==> src/rtl/mem_port_arbiter.sv <==
// mem_port_arbiter: shares one single-port synchronous memory (1-cycle read latency)
// between an instruction-fetch port and a data port. Grants are combinational, data
// wins contention by default, and a starvation counter forces an instruction grant
// once the fetch side has waited STARVE_LIMIT consecutive cycles.
// Optional build macro: MEM_ARB_ROUND_ROBIN_EN selects alternating priority under
// contention (starvation override still applies); undefined gives fixed data priority.

module mem_port_arbiter #(
    parameter int unsigned STARVE_LIMIT = 4
) (
    input  logic        clk,
    input  logic        rst,

    input  logic        i_req,
    input  logic [15:0] i_addr,
    output logic        i_gnt,
    output logic        i_rvalid,
    output logic [15:0] i_rdata,

    input  logic        d_req,
    input  logic [15:0] d_addr,
    input  logic [1:0]  d_we,
    input  logic [15:0] d_wdata,
    output logic        d_gnt,
    output logic        d_rvalid,
    output logic [15:0] d_rdata,

    output logic [15:0] m_addr,
    output logic        m_oe,
    output logic [1:0]  m_we,
    output logic [15:0] m_wdata,
    input  logic [15:0] m_rdata
);

    localparam logic [3:0] LimitW = 4'(STARVE_LIMIT);

    typedef enum logic [1:0] {
        RET_NONE,
        RET_I,
        RET_D
    } ret_state_e;

    ret_state_e ret_q, ret_d;
    logic [3:0] starve_q, starve_d;
    logic       starved;
    logic       grant_i, grant_d;

`ifdef MEM_ARB_ROUND_ROBIN_EN
    // 1 when the data port won the most recent grant
    logic last_d_q, last_d_d;
`endif

    assign starved = (starve_q >= LimitW);

    // Pick at most one requester; nothing is granted while in reset
    always_comb begin
        grant_i = 1'b0;
        grant_d = 1'b0;
        if (!rst) begin
            if (i_req && d_req) begin
                if (starved) begin
                    grant_i = 1'b1;
                end else begin
`ifdef MEM_ARB_ROUND_ROBIN_EN
                    if (last_d_q) begin
                        grant_i = 1'b1;
                    end else begin
                        grant_d = 1'b1;
                    end
`else
                    grant_d = 1'b1;
`endif
                end
            end else begin
                grant_i = i_req;
                grant_d = d_req;
            end
        end
    end

    assign i_gnt = grant_i;
    assign d_gnt = grant_d;

    // Steer the winner onto the memory bus; idle bus is all zeros
    always_comb begin
        m_addr  = '0;
        m_oe    = 1'b0;
        m_we    = 2'b00;
        m_wdata = '0;
        if (grant_i) begin
            m_addr = i_addr;
            m_oe   = 1'b1;
        end else if (grant_d) begin
            m_addr = d_addr;
            m_we   = d_we;
            m_oe   = (d_we == 2'b00);
            if (d_we != 2'b00) begin
                m_wdata = d_wdata;
            end
        end
    end

    // Next return owner and starvation count
    always_comb begin
        ret_d = RET_NONE;
        if (grant_i) begin
            ret_d = RET_I;
        end else if (grant_d && (d_we == 2'b00)) begin
            ret_d = RET_D;
        end

        starve_d = '0;
        if (i_req && !grant_i) begin
            starve_d = (starve_q == 4'hF) ? starve_q : starve_q + 4'd1;
        end
    end

    // Return tracker and starvation counter state
    always_ff @(posedge clk) begin
        if (rst) begin
            ret_q    <= RET_NONE;
            starve_q <= '0;
        end else begin
            ret_q    <= ret_d;
            starve_q <= starve_d;
        end
    end

`ifdef MEM_ARB_ROUND_ROBIN_EN
    // Remember who won last; hold when idle
    always_comb begin
        last_d_d = last_d_q;
        if (grant_d) begin
            last_d_d = 1'b1;
        end else if (grant_i) begin
            last_d_d = 1'b0;
        end
    end

    // Last-winner flop, resets to instruction
    always_ff @(posedge clk) begin
        if (rst) begin
            last_d_q <= 1'b0;
        end else begin
            last_d_q <= last_d_d;
        end
    end
`endif

    // Read returns come from the tracker state; masked during reset so a read
    // granted just before reset never returns
    assign i_rvalid = (ret_q == RET_I) && !rst;
    assign d_rvalid = (ret_q == RET_D) && !rst;
    assign i_rdata  = i_rvalid ? m_rdata : '0;
    assign d_rdata  = d_rvalid ? m_rdata : '0;

endmodule

==> config.mk <==
export PLATFORM = sky130hd
export DESIGN_NAME = mem_port_arbiter
export DESIGN_NICKNAME = d
export VERILOG_FILES = /design/src/rtl/mem_port_arbiter.sv
export SDC_FILE = /design/constraint.sdc
export NUM_CORES = 1
export LEC_CHECK = 0
export CAP_MARGIN = 30
export CORE_ASPECT_RATIO = 1.25
export CORE_MARGIN = 8
export CORE_UTILIZATION = 21
export DETAILED_ROUTE_END_ITERATION = 10
export GPL_ROUTABILITY_DRIVEN = 0
export HOLD_SLACK_MARGIN = 0.08
export PLACE_DENSITY = 0.83
export SYNTH_ARGS = -nofsm -noshare
export SYNTH_HDL_FRONTEND = slang
export SYNTH_SLANG_ARGS = --single-unit
==> constraint.sdc <==
create_clock -name clk -period 1.8 [get_ports clk]
set_input_delay 0.36 -clock clk [delete_from_list [all_inputs] [get_ports clk]]
set_output_delay 0.36 -clock clk [all_outputs]
set_load 0.05 [all_outputs]
# After elaboration in Yosys (flattened, before gate mapping)
# Index checks and enable logic that the tools add are counted.
[totals] memories=0 word_cells=39 ramBits=0 mem_bits_ro=0 output_inout_bits=71 reg_bits=6 latch_bits=0 input_bits=70
[op_classes] n_lt_le_gt_ge=1 add_sub_neg=1 eq_ne=3 shifts=0 mux=19 reduce_logical=11 n_bitwise=1 multipliers=0 div_mod_pow=0
[op_table] cell="$mux W16" n=7
[op_table] cell="$mux W1" n=9
[op_table] cell="$mux W2" n=3
[op_table] cell="$logic_and A1 B1 Y1" n=5
[op_table] cell="$add A4 B1 Y4 const B" n=1
[op_table] cell="$eq A4 B4 Y1 const B" n=1
[op_table] cell="$ge A4 B3 Y1 const B" n=1
[op_table] cell="$reduce_or A2 Y1" n=2
[op_table] cell="$eq A2 B1 Y1 const B" n=1
[op_table] cell="$eq A2 B2 Y1 const B" n=1
[op_table] cell="$logic_not A1 Y1" n=2
[op_table] cell="$logic_not A2 Y1" n=1
[op_table] cell="$reduce_bool A2 Y1" n=1
[op_table] cell="$not A1 Y1" n=1

# Longest topological paths before layout
# Gate-level depths: netlist of run 1.
[depth] ltp_word=8 mapped_depth=5 mapped_depth_nobuf=4

# Worst setup path before layout of run 1
# No wires, ideal clock.
[synth_timing] kind="input to output" startpoint="in rst" endpoint="out d_rdata[10]" arrival_ps=1469 path_buffers=1 cell_stages=3 slack_ps=-29 path_cell_list="nor3b_2 buf_2 and2_1"
[synth_via] elab_chain_cells=3
[synth_rtl] element="start, declared" line_no="12" text="input logic rst,"
[synth_rtl] element="$logic_not A1 Y1" line_no="153" text="assign d_rvalid = (ret_q == RET_D) && !rst;"
[synth_rtl] element="$logic_and A1 B1 Y1" line_no="153"
[synth_rtl] element="net d_rvalid" line_no="25" text="output logic d_rvalid,"
[synth_rtl] element="$mux W16" line_no="155" text="assign d_rdata = d_rvalid ? m_rdata : '0;"
[synth_rtl] element="end, declared" line_no="26" text="output logic [15:0] d_rdata,"
# The timed path passes the listed nets, and every way through them passes these cells.

# Worst setup path in the final report of run 1
[layout_timing] startpoint="reg starve_q[2]" endpoint="out m_oe"
[layout_via] elab_chain_cells=6 elab_cells_between_ends=9
[layout_rtl] element="start, declared" line_no="44" text="logic [3:0] starve_q, starve_d;"
[layout_rtl] element="start signal, assigned" line_no="125" text="starve_q <= starve_d;"
[layout_rtl] element="$ge A4 B3 Y1 (*)" line_no="53" text="assign starved = (starve_q >= LimitW);"
[layout_rtl] element="$mux W1" line_no="61" text="if (starved) begin"
[layout_rtl] element="$mux W1" line_no="60" text="if (i_req && d_req) begin"
[layout_rtl] element="$mux W1" line_no="59" text="if (!rst) begin"
[layout_rtl] element="$mux W1" line_no="93" text="end else if (grant_d) begin"
[layout_rtl] element="$mux W1 (*)" line_no="90" text="if (grant_i) begin"
[layout_rtl] element="end, declared" line_no="29" text="output logic m_oe,"
# Every way passes the cells marked *; elsewhere a longest branch is shown, timed or not.

==> results of run 1 <==
[metal layers]
metal,share of wire,routed length [µm],GRT usage,up-vias
li1,-,-,-,660
met1,0.33,2250,0.167,659
met2,0.52,3550,0.365,107
met3,0.12,824,0.113,12
met4,0.025,169,0.0466,0
met5,0,0,0,-
[cells by family after synthesis]
family | Yosys count | share of synthesized area
buffers and inverters | 7 | 0.0726
xor gates and xnor gates | 1 | 0.0106
adders and majority gates | 1 | 0.0151
muxes | 1 | 0.0136
AOI/OAI and AO/OA | 20 | 0.241
DFF | 6 | 0.145
other | 1 | 0.00453
and+or+nand+nor | 62 | 0.498
[layout by cell type, fill, tap and decap left out, drive strengths merged, types with 2 or more instances in the layout]
| master | n |
|---|---|
| dfxtp | 6 |
| and2 | 51 |
| a21boi | 2 |
| nor3b | 2 |
| dlygate4sd2 | 2 |
| buf | 92 |
| clkbuf | 4 |
| a22o | 16 |
| and4bb | 2 |
| clkdlybuf4s50 | 64 |
| nor2 | 2 |
| and3 | 2 |
[final cells by class]
| class | count | area share |
|---|---|---|
| Sequential cell | 6 | 0.0377 |
| Clock buffer | 3 | 0.0122 |
| Antenna cell | 1 | 0.000739 |
| Multi-Input combinational cell | 87 | 0.243 |
| Timing Repair Buffer | 160 | 0.687 |
| Tap cell | 54 | 0.0200 |
[power groups by stage]
stage,logic [W],clock network [W],registers [W]
after floorplan,0.000277,0,0.000142
after global placement,0.000693,0,0.000142
final,0.000786,0.000203,0.000140
after global routing,0.000810,0.000210,0.000140
after CTS,0.000753,0.000206,0.000140
after detailed placement,0.000703,0,0.000143
[worst paths after layout]
| check | slack, ps | startpoint | cells after the start | end |
|---|---|---|---|---|
| min reg2reg | 690 | starve_q[0]$_SDFFE_PP0P_ | 2 | starve_q[0]$_SDFFE_PP0P_ |
| max reg2reg | 390 | starve_q[0]$_SDFFE_PP0P_ | 4 | starve_q[1]$_SDFFE_PP0P_ |
| min | 540 | rst | 3 | ret_q[0]$_SDFF_PP0_ |
| max | -110 | starve_q[2]$_SDFFE_PP0P_ | 5 | m_oe |
[timing repair]
item / CTS / global route
buffers inserted: 5 / 2
gates cloned: 2 / 1
gates resized for setup: 47 / 9
endpoints found under the setup margin: 71 / 29
pin swaps: 13 / 11
[state kept, by name, indices dropped and copies added, names as in the netlist]
signal and flops:
ret_q 2, starve_q 4
[critical path, delay by kind of cell (launching register included)]
family	cells	cell delay [ps]
AOI/OAI and AO/OA	2	360
and+or+nand+nor	1	290
buffers and inverters	2	310
DFF	1	360
[through the flow]
stage	worst slack, ps	setup TNS [ps]	power, W	utilization	std cells
2_1_floorplan	83.7	0	0.000419	-	99
3_3_place_gp	-269	-17540	0.000834	0.813	297
3_5_place_dp	-318	-19040	0.000846	0.813	297
4_1_cts	-68.8	-679	0.00110	0.877	307
5_1_grt	-136	-2710	0.00116	0.895	311
6_report	-112	-2220	0.00113	0.895	311
==> impl_results.html, run 1 <==
<table>
<tr><th>Metric</th><th>Value</th></tr>
<tr><th colspan="2">Synthesis</th></tr>
<tr><td>Share of the synthesized area in the top cell type</td><td>0.386</td></tr>
<tr><td>Yosys warnings</td><td>0</td></tr>
<tr><td>Nets in the synthesized netlist</td><td>170</td></tr>
<tr><td>Most common flop cell mapped by yosys</td><td>dfxtp_1</td></tr>
<tr><td>Sequential-to-total area share from yosys stat</td><td>0.145</td></tr>
<tr><td>Average cell area after synthesis</td><td>8.35 µm²</td></tr>
<tr><td>Cells after synthesis</td><td>99</td></tr>
<tr><td>Share of synthesized flip-flops with an asynchronous set or reset</td><td>0</td></tr>
<tr><td>Most frequent cell after synthesis</td><td>and2_1</td></tr>
<tr><td>Flip-flop and latch count after synthesis</td><td>6</td></tr>
<tr><td>Leading area contributor after synthesis</td><td>and2_1</td></tr>
<tr><td>Top post-synthesis cells by area</td><td>and2_1, a22o_2, dfxtp_1</td></tr>
<tr><td>Number of flops mapped to enable cells by yosys</td><td>0</td></tr>
<tr><td>Synthesized area</td><td>827 µm²</td></tr>
<tr><td>Count of different cell masters after synthesis</td><td>22</td></tr>
<tr><td>Ranking of synthesized cells by instance count</td><td>and2_1, a22o_2, dfxtp_1</td></tr>
<tr><th colspan="2">CTS</th></tr>
<tr><td>Root Buffer Master</td><td>clkbuf_8</td></tr>
<tr><td>Count of hold buffers inserted by post-cts repair</td><td>0</td></tr>
<tr><td>Clock buffer depth</td><td>2</td></tr>
<tr><td>Number of CTS-inserted buffers</td><td>3</td></tr>
<tr><td>CTS H-tree depth</td><td>1</td></tr>
<tr><td>TritonCTS clock tree</td><td>built</td></tr>
<tr><td>Clock Latency Late Sink</td><td>220 ps</td></tr>
<tr><td>Clock-pin slew reported for the worst setup and hold paths after clock tree synthesis</td><td>40 ps</td></tr>
<tr><td>Sinks on Clock Net</td><td>6</td></tr>
<tr><th colspan="2">Cells and area</th></tr>
<tr><td>Area added between synthesis and finish</td><td>309%</td></tr>
<tr><td>Fraction of final layout cells with drive strength greater than 1</td><td>0.645</td></tr>
<tr><td>Area of combinational cells with multiple inputs</td><td>822 µm²</td></tr>
<tr><td>Total area of sequential cells</td><td>128 µm²</td></tr>
<tr><td>Number of nets in the final layout</td><td>329</td></tr>
<tr><td>Number of inserted filler cells in the final layout</td><td>149</td></tr>
<tr><td>Area of all placed cells without fillers</td><td>3390 µm²</td></tr>
<tr><th colspan="2">Pwr</th></tr>
<tr><td>Net Sw Power</td><td>0.000415 W</td></tr>
<tr><td>VDD IR-drop max</td><td>0.000296 V</td></tr>
<tr><td>Gate power share</td><td>0.696</td></tr>
<tr><td>Cell internal pwr</td><td>0.000714 W</td></tr>
<tr><td>Switching Fraction</td><td>0.368</td></tr>
<tr><td>Share of power burned in registers</td><td>0.124</td></tr>
<tr><td>Clock share of power</td><td>0.180</td></tr>
<tr><td>Pwr per Cell Area</td><td>333 nW/µm²</td></tr>
<tr><td>Leak pwr</td><td>1.45 nW</td></tr>
<tr><th colspan="2">Detailed routing</th></tr>
<tr><td>Routed wire length</td><td>6.80 mm</td></tr>
<tr><td>Iteration count of the initial detailed-routing pass</td><td>4</td></tr>
<tr><td>Drt via density</td><td>4.62</td></tr>
<tr><td>Vias post-DR</td><td>1438</td></tr>
<tr><td>DRC violation count after routing</td><td>0</td></tr>
<tr><td>Routed Antenna Nets</td><td>0</td></tr>
<tr><td>Routed length per instance</td><td>21.9 µm</td></tr>
<tr><td>Starting DRT DRC Count</td><td>48</td></tr>
<tr><th colspan="2">Setup path</th></tr>
<tr><td>Biggest fanout along the worst timing path</td><td>11</td></tr>
<tr><td>Critical path required time</td><td>1440 ps</td></tr>
<tr><td>Max stage delay on crit path</td><td>360 ps</td></tr>
<tr><td>Worst setup path category</td><td>reg -&gt; out</td></tr>
<tr><td>Most used cell along the critical path</td><td>buf_12</td></tr>
<tr><td>Critical path arrival</td><td>1550 ps</td></tr>
<tr><td>Element type at the critical path start</td><td>flop</td></tr>
<tr><td>Highest-delay cell along the critical path</td><td>dfxtp_4</td></tr>
<tr><td>Cells along the critical path</td><td>o21ai_4 &gt; and3b_2 &gt; buf_12 &gt; a21o_1 &gt; buf_12</td></tr>
<tr><td>Crit. End Element</td><td>output pin</td></tr>
<tr><th colspan="2">Placement</th></tr>
<tr><td>Post-DP HPWL</td><td>4.57 mm</td></tr>
<tr><td>Number of I/O port buffers</td><td>140</td></tr>
<tr><td>Placed instance area</td><td>3080 µm²</td></tr>
<tr><th colspan="2">Die</th></tr>
<tr><td>Die Footprint</td><td>6220 µm²</td></tr>
<tr><td>Vert. Die Dim</td><td>86.2 µm</td></tr>
<tr><td>Die Width</td><td>72.1 µm</td></tr>
<tr><td>Core region area</td><td>3780 µm²</td></tr>
<tr><td>Initial core utilization</td><td>0.219</td></tr>
<tr><td># rows</td><td>25</td></tr>
<tr><td>Number of ports placed on the die boundary</td><td>141</td></tr>
<tr><th colspan="2">STA</th></tr>
<tr><td>Final Hold Viols</td><td>0</td></tr>
<tr><td>Maximum operating frequency</td><td>0.523 GHz</td></tr>
<tr><td>Worst path setup slack after routing</td><td>-112 ps</td></tr>
<tr><td>Worst hold slack after final layout</td><td>536 ps</td></tr>
<tr><td>Worst clock skew</td><td>1.08 ps</td></tr>
<tr><td>Final period demand of the worst path</td><td>1910 ps</td></tr>
<tr><td>Tcrit/Tclk final</td><td>1.06</td></tr>
<tr><td>Unrepaired setup endpoints after global routing</td><td>yes</td></tr>
<tr><td>Final-report max-slew violation count</td><td>0</td></tr>
<tr><td>Number of setup violations in the final report</td><td>27</td></tr>
<tr><th colspan="2">Global route</th></tr>
<tr><td>Global-route wire length before repair</td><td>9.17 mm</td></tr>
<tr><td>Global-route total usage across every layer</td><td>0.193</td></tr>
<tr><td>Number of antenna violations at the first check in global routing</td><td>1</td></tr>
<tr><td>Leftover overflow at the end of global routing</td><td>0</td></tr>
<tr><td>Number of global-route vias before repair</td><td>1627</td></tr>
<tr><td>Maximum number of pins on one net before global-route repair</td><td>22</td></tr>
<tr><th colspan="2">Outcome</th></tr>
<tr><td>Violations in the final reports</td><td>setup timing</td></tr>
<tr><td>Status</td><td>finished with violations</td></tr>
<tr><th colspan="2">Worst hold path</th></tr>
<tr><td>Class of the tightest hold or removal check</td><td>in -&gt; reg</td></tr>
<tr><th colspan="2">Job</th></tr>
<tr><td>Total of max-cap violations</td><td>0</td></tr>
</table>
Power figures use the tool's default switching activity.
==> inputs of run 2 (changes only) <==
Settings changed: RECOVER_POWER from default to 100.
Clock period 1.8 ns to 1.85 ns, I/O delays scaled along.
==> run 2 against run 1 <==
  * The run still ends with setup timing left
  * Utilization is 4.1 points lower
  * Final cell count is 2.3% lower
  * Clock-buffer cell count stayed put
  * Largest cell class unchanged
  * Via count down 3.0%
  * Clock skew about the same
  * Combinational power fell by 7.9%
  * Global-route usage decreased by 0.40 points
  * First-iteration DRC count grew 44%
  * Critical path type is now in -> out
  * Clock power fell by 2%
==> impl_results.html, run 2 (synthesized netlist as in run 1, its figures left out) <==
<table>
<tr><th>Metric</th><th>Value</th></tr>
<tr><th colspan="2">Cells and area</th></tr>
<tr><td>Area added between synthesis and finish</td><td>290%</td></tr>
<tr><td>Number of flip-flops under the largest register name</td><td>4 (unchanged)</td></tr>
<tr><td>Number of nets in the final layout</td><td>323 (-1.8%)</td></tr>
<tr><td>Fraction of final layout cells with drive strength greater than 1</td><td>0.576 (-0.0685)</td></tr>
<tr><td>Fin cells</td><td>304 (-2.3%)</td></tr>
<tr><td>Number of diodes</td><td>0 (-1)</td></tr>
<tr><td>Total area of sequential cells</td><td>121 µm² (-4.9%)</td></tr>
<tr><td>Number of inserted filler cells in the final layout</td><td>188 (+26%)</td></tr>
<tr><td>Top library cells by usage in the layout, fill and taps aside</td><td>buf_12, clkdlybuf4s50_1, and2_1</td></tr>
<tr><td>Register ranked first by flip-flop count</td><td>starve_q</td></tr>
<tr><td>Area of combinational cells with multiple inputs</td><td>758 µm² (-7.8%)</td></tr>
<tr><td>Leading cell type in the layout, fill and taps excluded</td><td>buf_12</td></tr>
<tr><td>Leading registers by flop count</td><td>starve_q x4, ret_q x2</td></tr>
<tr><th colspan="2">CTS</th></tr>
<tr><td>Number of CTS-inserted buffers</td><td>3 (unchanged)</td></tr>
<tr><td>Root Buffer Master</td><td>clkbuf_8</td></tr>
<tr><td>CTS H-tree depth</td><td>1 (unchanged)</td></tr>
<tr><td>Count of hold buffers inserted by post-cts repair</td><td>0 (unchanged)</td></tr>
<tr><td>Clock-pin slew reported for the worst setup and hold paths after clock tree synthesis</td><td>40 ps (about the same)</td></tr>
<tr><td>Clock buffer depth</td><td>2 (unchanged)</td></tr>
<tr><td>Sinks on Clock Net</td><td>6 (unchanged)</td></tr>
<tr><td>TritonCTS clock tree</td><td>built</td></tr>
<tr><td>Clock Latency Late Sink</td><td>220 ps (about the same)</td></tr>
<tr><th colspan="2">STA</th></tr>
<tr><td>Worst hold slack after final layout</td><td>552 ps (+16.2 ps)</td></tr>
<tr><td>Worst clock skew</td><td>1.21 ps (+0.136 ps)</td></tr>
<tr><td>Tcrit/Tclk final</td><td>1.00</td></tr>
<tr><td>Maximum operating frequency</td><td>0.540 GHz</td></tr>
<tr><td>Final-report max-slew violation count</td><td>0 (unchanged)</td></tr>
<tr><td>Final period demand of the worst path</td><td>1850 ps</td></tr>
<tr><td>Final Hold Viols</td><td>0 (unchanged)</td></tr>
<tr><td>Worst path setup slack after routing</td><td>-2.52 ps (+110 ps)</td></tr>
<tr><td>Unrepaired setup endpoints after global routing</td><td>yes</td></tr>
<tr><td>Total Neg Setup Slack</td><td>-2.52 ps (+2220 ps)</td></tr>
<tr><td>Number of setup violations in the final report</td><td>1 (-96%)</td></tr>
<tr><th colspan="2">Detailed routing</th></tr>
<tr><td>DRC violation count after routing</td><td>0 (unchanged)</td></tr>
<tr><td>Routed wire length</td><td>6.02 mm (-11%)</td></tr>
<tr><td>Drt via density</td><td>4.59 (-0.76%)</td></tr>
<tr><td>Routed length per instance</td><td>19.8 µm (-9.4%)</td></tr>
<tr><td>Routed Antenna Nets</td><td>0 (unchanged)</td></tr>
<tr><td>Vias post-DR</td><td>1395 (-3.0%)</td></tr>
<tr><td>Starting DRT DRC Count</td><td>69 (+44%)</td></tr>
<tr><td>Iteration count of the initial detailed-routing pass</td><td>4 (unchanged)</td></tr>
<tr><th colspan="2">Pwr</th></tr>
<tr><td>Pwr per Cell Area</td><td>328 nW/µm² (-1.5%)</td></tr>
<tr><td>Leak pwr</td><td>1.36 nW (-6.1%)</td></tr>
<tr><td>VDD IR-drop max</td><td>0.000277 V (-6.6%)</td></tr>
<tr><th colspan="2">Setup path</th></tr>
<tr><td>R2R Path Start</td><td>starve_q[0]$_SDFFE_PP0P_</td></tr>
<tr><td>Crit. End Element</td><td>output pin</td></tr>
<tr><td>Worst setup path category</td><td>in -&gt; out</td></tr>
<tr><td>Most used cell along the critical path</td><td>buf_12</td></tr>
<tr><td>Element type at the critical path start</td><td>input pin</td></tr>
<tr><td>Beginning of the critical path</td><td>d_req</td></tr>
<tr><td>Critical path required time</td><td>1480 ps (+40 ps)</td></tr>
<tr><td>Cells along the critical path</td><td>clkdlybuf4s15_1 &gt; buf_4 &gt; a21boi_4 &gt; buf_12 &gt; a22o_2 &gt; buf_12</td></tr>
<tr><td>Worst path buffer plus inverter count</td><td>4 (+2)</td></tr>
<tr><td>Max stage delay on crit path</td><td>290 ps (-70 ps)</td></tr>
<tr><td>Flop2flop setup slack</td><td>510 ps (+120 ps)</td></tr>
<tr><td>Highest-delay cell along the critical path</td><td>a22o_2</td></tr>
<tr><td>Biggest fanout along the worst timing path</td><td>18 (+7)</td></tr>
<tr><td>Family with the most delay on the worst path</td><td>buffers and inverters</td></tr>
<tr><td>Critical path arrival</td><td>1480 ps (-70 ps)</td></tr>
<tr><th colspan="2">Die</th></tr>
<tr><td># rows</td><td>25 (unchanged)</td></tr>
<tr><td>Die Width</td><td>72.1 µm (unchanged)</td></tr>
<tr><td>Core region area</td><td>3780 µm² (unchanged)</td></tr>
<tr><td>Vert. Die Dim</td><td>86.2 µm (unchanged)</td></tr>
<tr><td>Initial core utilization</td><td>0.219 (unchanged)</td></tr>
<tr><td>Number of ports placed on the die boundary</td><td>141 (unchanged)</td></tr>
<tr><td>Die Footprint</td><td>6220 µm² (unchanged)</td></tr>
<tr><th colspan="2">Outcome</th></tr>
<tr><td>Status</td><td>finished with violations</td></tr>
<tr><td>Violations in the final reports</td><td>setup timing</td></tr>
<tr><th colspan="2">Global route</th></tr>
<tr><td>Number of global-route vias before repair</td><td>1648 (+1.3%)</td></tr>
<tr><td>Maximum number of pins on one net before global-route repair</td><td>24 (+9.1%)</td></tr>
<tr><td>Global-route total usage across every layer</td><td>0.189 (-0.00402)</td></tr>
<tr><td>Number of antenna violations at the first check in global routing</td><td>0 (-1)</td></tr>
<tr><td>Leftover overflow at the end of global routing</td><td>0 (unchanged)</td></tr>
<tr><td>Global-route wire length before repair</td><td>9.09 mm (-0.91%)</td></tr>
<tr><th colspan="2">Placement</th></tr>
<tr><td>Post-DP HPWL</td><td>4.78 mm (+4.6%)</td></tr>
<tr><td>Cell total after placement</td><td>294 (-1.0%)</td></tr>
<tr><td>Worst setup slack after placement</td><td>-394 ps (-76.4 ps)</td></tr>
<tr><td>Number of I/O port buffers</td><td>140 (unchanged)</td></tr>
<tr><th colspan="2">Worst hold path</th></tr>
<tr><td>Class of the tightest hold or removal check</td><td>in -&gt; reg</td></tr>
<tr><td>Worst min-delay path startpoint</td><td>rst</td></tr>
<tr><th colspan="2">Job</th></tr>
<tr><td>Total of max-cap violations</td><td>0 (unchanged)</td></tr>
</table>
run 2: tightest hold or removal path: cells and delay by family:
kind	cells	cell delay, ps
AO/OA/AOI/OAI	1	120
AND/OR/NAND/NOR	1	60
buffers and inverters	1	160
run 2: path summary, 6_finish.rpt:
check	endpoint	cells after the start
max	m_addr[4]	6
min	ret_q[0]$_SDFF_PP0_	3
max reg2reg	starve_q[1]$_SDFFE_PP0P_	4
min reg2reg	ret_q[0]$_SDFF_PP0_	2
run 2: power by group:
group          switching, W  internal (W)
logic              0.000325      0.000399
registers        0.00000387      0.000134
clock network     0.0000585      0.000140
run 2: area by class of cell:
| type | instances | share of cell area |
|---|---|---|
| Sequential cell | 6 | 0.0376 |
| Multi-Input combinational cell | 87 | 0.235 |
| Clock buffer | 3 | 0.0128 |
| Timing Repair Buffer | 154 | 0.694 |
| Tap cell | 54 | 0.0209 |
run 2: metal layers:
metal / part of all wire / wire (µm) / GRT usage
met1: 0.36 / 2140 / 0.187
met2: 0.51 / 3080 / 0.340
met3: 0.13 / 775 / 0.0968
met4: 0.0035 / 21 / 0.0391
met5: 0 / 0 / 0
run 2: stage by stage:
step	util	area [µm²]	power [W]
2_1_floorplan	-	827	0.000406
3_3_place_gp	0.801	3030	0.000810
3_5_place_dp	0.801	3030	0.000824
4_1_cts	0.845	3200	0.00105
5_1_grt	0.853	3230	0.00110
6_report	0.853	3230	0.00106
run 2: what timing repair did:
| item | in CTS | in global routing |
|---|---|---|
| endpoints found under the setup margin | 71 | 37 |
| pin swaps | 6 | 13 |
| setup buffers | 4 | 2 |
| gates resized for setup | 40 | 9 |
| cloned | 3 | 0 |
==> inputs of run 3 (changes only) <==
--- a/config.mk
+++ b/config.mk
@@ -11,2 +11,3 @@
 export CORE_UTILIZATION = 21
+export CTS_CLUSTER_SIZE = 40
 export DETAILED_ROUTE_END_ITERATION = 10
==> constraint.sdc (replaced) <==
create_clock -name clk -period 1.85 [get_ports clk]
set_input_delay 0.2775 -clock clk [delete_from_list [all_inputs] [get_ports clk]]
set_output_delay 0.2775 -clock clk [all_outputs]
set_load 0.05 [all_outputs]
==> run 3 against run 2 <==
  * Highest routed layer unchanged
  * Clock skew hardly changed
  * Wire length is 1.8% lower
  * Via count is 0.43% lower
  * First-iteration DRC count is 38% lower
  * The flow now finishes without violations
  * Combinational power is 2% lower
  * Utilization is 1.1 points lower
  * Critical path type is now reg -> out
  * Total power is 1.9% lower
  * Global-route usage is 0.53 points lower
  * Clock-buffer cell count stayed put
  * Largest cell class unchanged
  * Cell area is 1.3% lower
  * Hold slack better by 62 ps
==> impl_results.html, run 3 (synthesized netlist as in run 1, its figures left out) <==
<table>
<tr><th>Metric</th><th>Value</th></tr>
<tr><th colspan="2">Outcome</th></tr>
<tr><td>Status</td><td>finished, final reports clean</td></tr>
<tr><th colspan="2">Cells and area</th></tr>
<tr><td>Leading registers by flop count</td><td>starve_q x4, ret_q x2</td></tr>
<tr><td>Fraction of final layout cells with drive strength greater than 1</td><td>0.496 (-0.0800)</td></tr>
<tr><td>Fin cells</td><td>302 (-0.66%)</td></tr>
<tr><td>Number of nets in the final layout</td><td>321 (-0.62%)</td></tr>
<tr><td>Number of flip-flops under the largest register name</td><td>4 (unchanged)</td></tr>
<tr><td>Number of diodes</td><td>0 (unchanged)</td></tr>
<tr><td>Register ranked first by flip-flop count</td><td>starve_q</td></tr>
<tr><td>Area of all placed cells without fillers</td><td>3190 µm² (-1.3%)</td></tr>
<tr><td>Leading cell type in the layout, fill and taps excluded</td><td>buf_12</td></tr>
<tr><td>Top library cells by usage in the layout, fill and taps aside</td><td>buf_12, clkdlybuf4s50_1, and2_1</td></tr>
<tr><td>Area added between synthesis and finish</td><td>285%</td></tr>
<tr><th colspan="2">Pwr</th></tr>
<tr><td>VDD IR-drop max</td><td>0.000313 V (+13%)</td></tr>
<tr><td>Leak pwr</td><td>1.34 nW (-1.6%)</td></tr>
<tr><td>Pwr per Cell Area</td><td>326 nW/µm² (-0.63%)</td></tr>
<tr><td>Total power</td><td>0.00104 W (-1.9%)</td></tr>
<tr><th colspan="2">STA</th></tr>
<tr><td>Tcrit/Tclk final</td><td>0.994 (-0.00727)</td></tr>
<tr><td>Total Neg Setup Slack</td><td>0 ps (+2.52 ps)</td></tr>
<tr><td>Maximum operating frequency</td><td>0.544 GHz (+0.73%)</td></tr>
<tr><td>Final Hold Viols</td><td>0 (unchanged)</td></tr>
<tr><td>Unrepaired setup endpoints after global routing</td><td>yes</td></tr>
<tr><td>Final-report max-slew violation count</td><td>0 (unchanged)</td></tr>
<tr><td>Final period demand of the worst path</td><td>1840 ps (-13.4 ps)</td></tr>
<tr><td>Worst clock skew</td><td>1.36 ps (+0.144 ps)</td></tr>
<tr><td>Worst path setup slack after routing</td><td>10.9 ps (+13.4 ps)</td></tr>
<tr><td>Number of setup violations in the final report</td><td>0 (-1)</td></tr>
<tr><th colspan="2">Detailed routing</th></tr>
<tr><td>Routed Antenna Nets</td><td>0 (unchanged)</td></tr>
<tr><td>Iteration count of the initial detailed-routing pass</td><td>4 (unchanged)</td></tr>
<tr><td>Vias post-DR</td><td>1389 (-0.43%)</td></tr>
<tr><td>DRC violation count after routing</td><td>0 (unchanged)</td></tr>
<tr><td>Drt via density</td><td>4.60 (+0.23%)</td></tr>
<tr><td>Routed length per instance</td><td>19.6 µm (-1.1%)</td></tr>
<tr><td>Starting DRT DRC Count</td><td>43 (-38%)</td></tr>
<tr><td>Routed wire length</td><td>5.91 mm (-1.8%)</td></tr>
<tr><th colspan="2">CTS</th></tr>
<tr><td>Count of hold buffers inserted by post-cts repair</td><td>0 (unchanged)</td></tr>
<tr><td>Clock buffer depth</td><td>2 (unchanged)</td></tr>
<tr><td>Sinks on Clock Net</td><td>6 (unchanged)</td></tr>
<tr><td>Clock-pin slew reported for the worst setup and hold paths after clock tree synthesis</td><td>40 ps (about the same)</td></tr>
<tr><td>Number of CTS-inserted buffers</td><td>3 (unchanged)</td></tr>
<tr><td>TritonCTS clock tree</td><td>built</td></tr>
<tr><td>Root Buffer Master</td><td>clkbuf_8</td></tr>
<tr><td>Clock Latency Late Sink</td><td>220 ps (about the same)</td></tr>
<tr><td>CTS H-tree depth</td><td>1 (unchanged)</td></tr>
<tr><th colspan="2">Global route</th></tr>
<tr><td>Leftover overflow at the end of global routing</td><td>0 (unchanged)</td></tr>
<tr><td>Maximum number of pins on one net before global-route repair</td><td>24 (unchanged)</td></tr>
<tr><td>Global-route total usage across every layer</td><td>0.184 (-0.00525)</td></tr>
<tr><td>Number of global-route vias before repair</td><td>1676 (+1.7%)</td></tr>
<tr><td>Global-route wire length before repair</td><td>8.85 mm (-2.7%)</td></tr>
<tr><td>Number of antenna violations at the first check in global routing</td><td>0 (unchanged)</td></tr>
<tr><th colspan="2">Setup path</th></tr>
<tr><td>Crit. End Element</td><td>output pin</td></tr>
<tr><td>Biggest fanout along the worst timing path</td><td>8 (-10)</td></tr>
<tr><td>Worst setup path category</td><td>reg -&gt; out</td></tr>
<tr><td>Depth of the worst register-to-register path</td><td>4 (unchanged)</td></tr>
<tr><td>Critical path required time</td><td>1570 ps (+90 ps)</td></tr>
<tr><td>Element type at the critical path start</td><td>flop</td></tr>
<tr><td>Beginning of the critical path</td><td>starve_q[2]$_SDFFE_PP0P_</td></tr>
<tr><td>Flop2flop setup slack</td><td>450 ps (-60 ps)</td></tr>
<tr><td>Capture instance of the worst register-to-register path</td><td>starve_q[1]$_SDFFE_PP0P_</td></tr>
<tr><td>R2R Path Start</td><td>starve_q[0]$_SDFFE_PP0P_</td></tr>
<tr><td>Critical Path Sink</td><td>m_wdata[15]</td></tr>
<tr><td>Critical path arrival</td><td>1560 ps (+80 ps)</td></tr>
<tr><th colspan="2">Placement</th></tr>
<tr><td>Number of I/O port buffers</td><td>140 (unchanged)</td></tr>
<tr><td>Worst setup slack after placement</td><td>-225 ps (+169 ps)</td></tr>
<tr><td>Cell total after placement</td><td>294 (unchanged)</td></tr>
<tr><td>Placed instance area</td><td>3030 µm² (unchanged)</td></tr>
<tr><td>Post-DP HPWL</td><td>4.82 mm (+0.69%)</td></tr>
<tr><th colspan="2">Die</th></tr>
<tr><td># rows</td><td>25 (unchanged)</td></tr>
<tr><td>Vert. Die Dim</td><td>86.2 µm (unchanged)</td></tr>
<tr><td>Number of ports placed on the die boundary</td><td>141 (unchanged)</td></tr>
<tr><td>Die Width</td><td>72.1 µm (unchanged)</td></tr>
<tr><td>Core region area</td><td>3780 µm² (unchanged)</td></tr>
<tr><td>Initial core utilization</td><td>0.219 (unchanged)</td></tr>
<tr><td>Die Footprint</td><td>6220 µm² (unchanged)</td></tr>
<tr><th colspan="2">Worst hold path</th></tr>
<tr><td>Class of the tightest hold or removal check</td><td>in -&gt; reg</td></tr>
<tr><th colspan="2">Job</th></tr>
<tr><td>Total of max-cap violations</td><td>0 (unchanged)</td></tr>
</table>
-- run 3: how the worst min path moves through the flow --
stage / slack (ps) / from / cells past startpoint / to
4_1_cts: 610 / i_req / 3 / starve_q[0]$_SDFFE_PP0P_
6_report: 610 / i_req / 3 / starve_q[0]$_SDFFE_PP0P_
3_5_place_dp: 650 / starve_q[2]$_SDFFE_PP0P_ / 2 / ret_q[0]$_SDFF_PP0_
3_3_place_gp: 610 / starve_q[3]$_SDFFE_PP0P_ / 2 / ret_q[0]$_SDFF_PP0_
5_1_grt: 620 / i_req / 3 / starve_q[0]$_SDFFE_PP0P_
2_1_floorplan: 380 / d_req / 1 / ret_q[0]$_SDFF_PP0_
-- run 3: per-stage QoR --
| step | utilization | hold slack, ps |
|---|---|---|
| floorplan | - | 384 |
| global placement | 0.801 | 615 |
| detailed placement | 0.801 | 646 |
| CTS | 0.836 | 611 |
| global route | 0.842 | 617 |
| finish | 0.842 | 614 |
-- run 3: critical path, stage by stage (launching register included) --
cell and delay [ps]:
dfxtp_1 350, o21ai_2 230, buf_4 140, and4bb_4 310
and2_4 180, buf_12 130
-- run 3: final cells by class --
type                            instances  area [µm²]
Sequential cell                         6         120
Tap cell                               54        67.6
Clock buffer                            3        41.3
Fill cell                             197         597
Timing Repair Buffer                  152        2250
Multi-Input combinational cell         87         708
-- run 3: power breakdown --
| part | switching, W | total (W) | internal, W |
|---|---|---|---|
| sequential | 0.00000387 | 0.000138 | 0.000134 |
| combinational | 0.000318 | 0.000713 | 0.000395 |
| clock | 0.0000502 | 0.000189 | 0.000139 |
| total | 0.000372 | 0.00104 | 0.000668 |
-- run 3: routing by layer --
layer,global-route usage,vias up,part of all wire
li1,-,643,-
met2,0.358,107,0.54
met3,0.105,2,0.14
met1,0.155,637,0.31
met4,0.0335,0,0.0052
met5,0,-,0
-- run 3: repair_timing --
action | CTS | global route
cloned | 2 | 0
buffers inserted | 1 | 2
setup endpoints to repair | 67 | 18
resized for setup | 20 | 2
pin swaps | 2 | 1
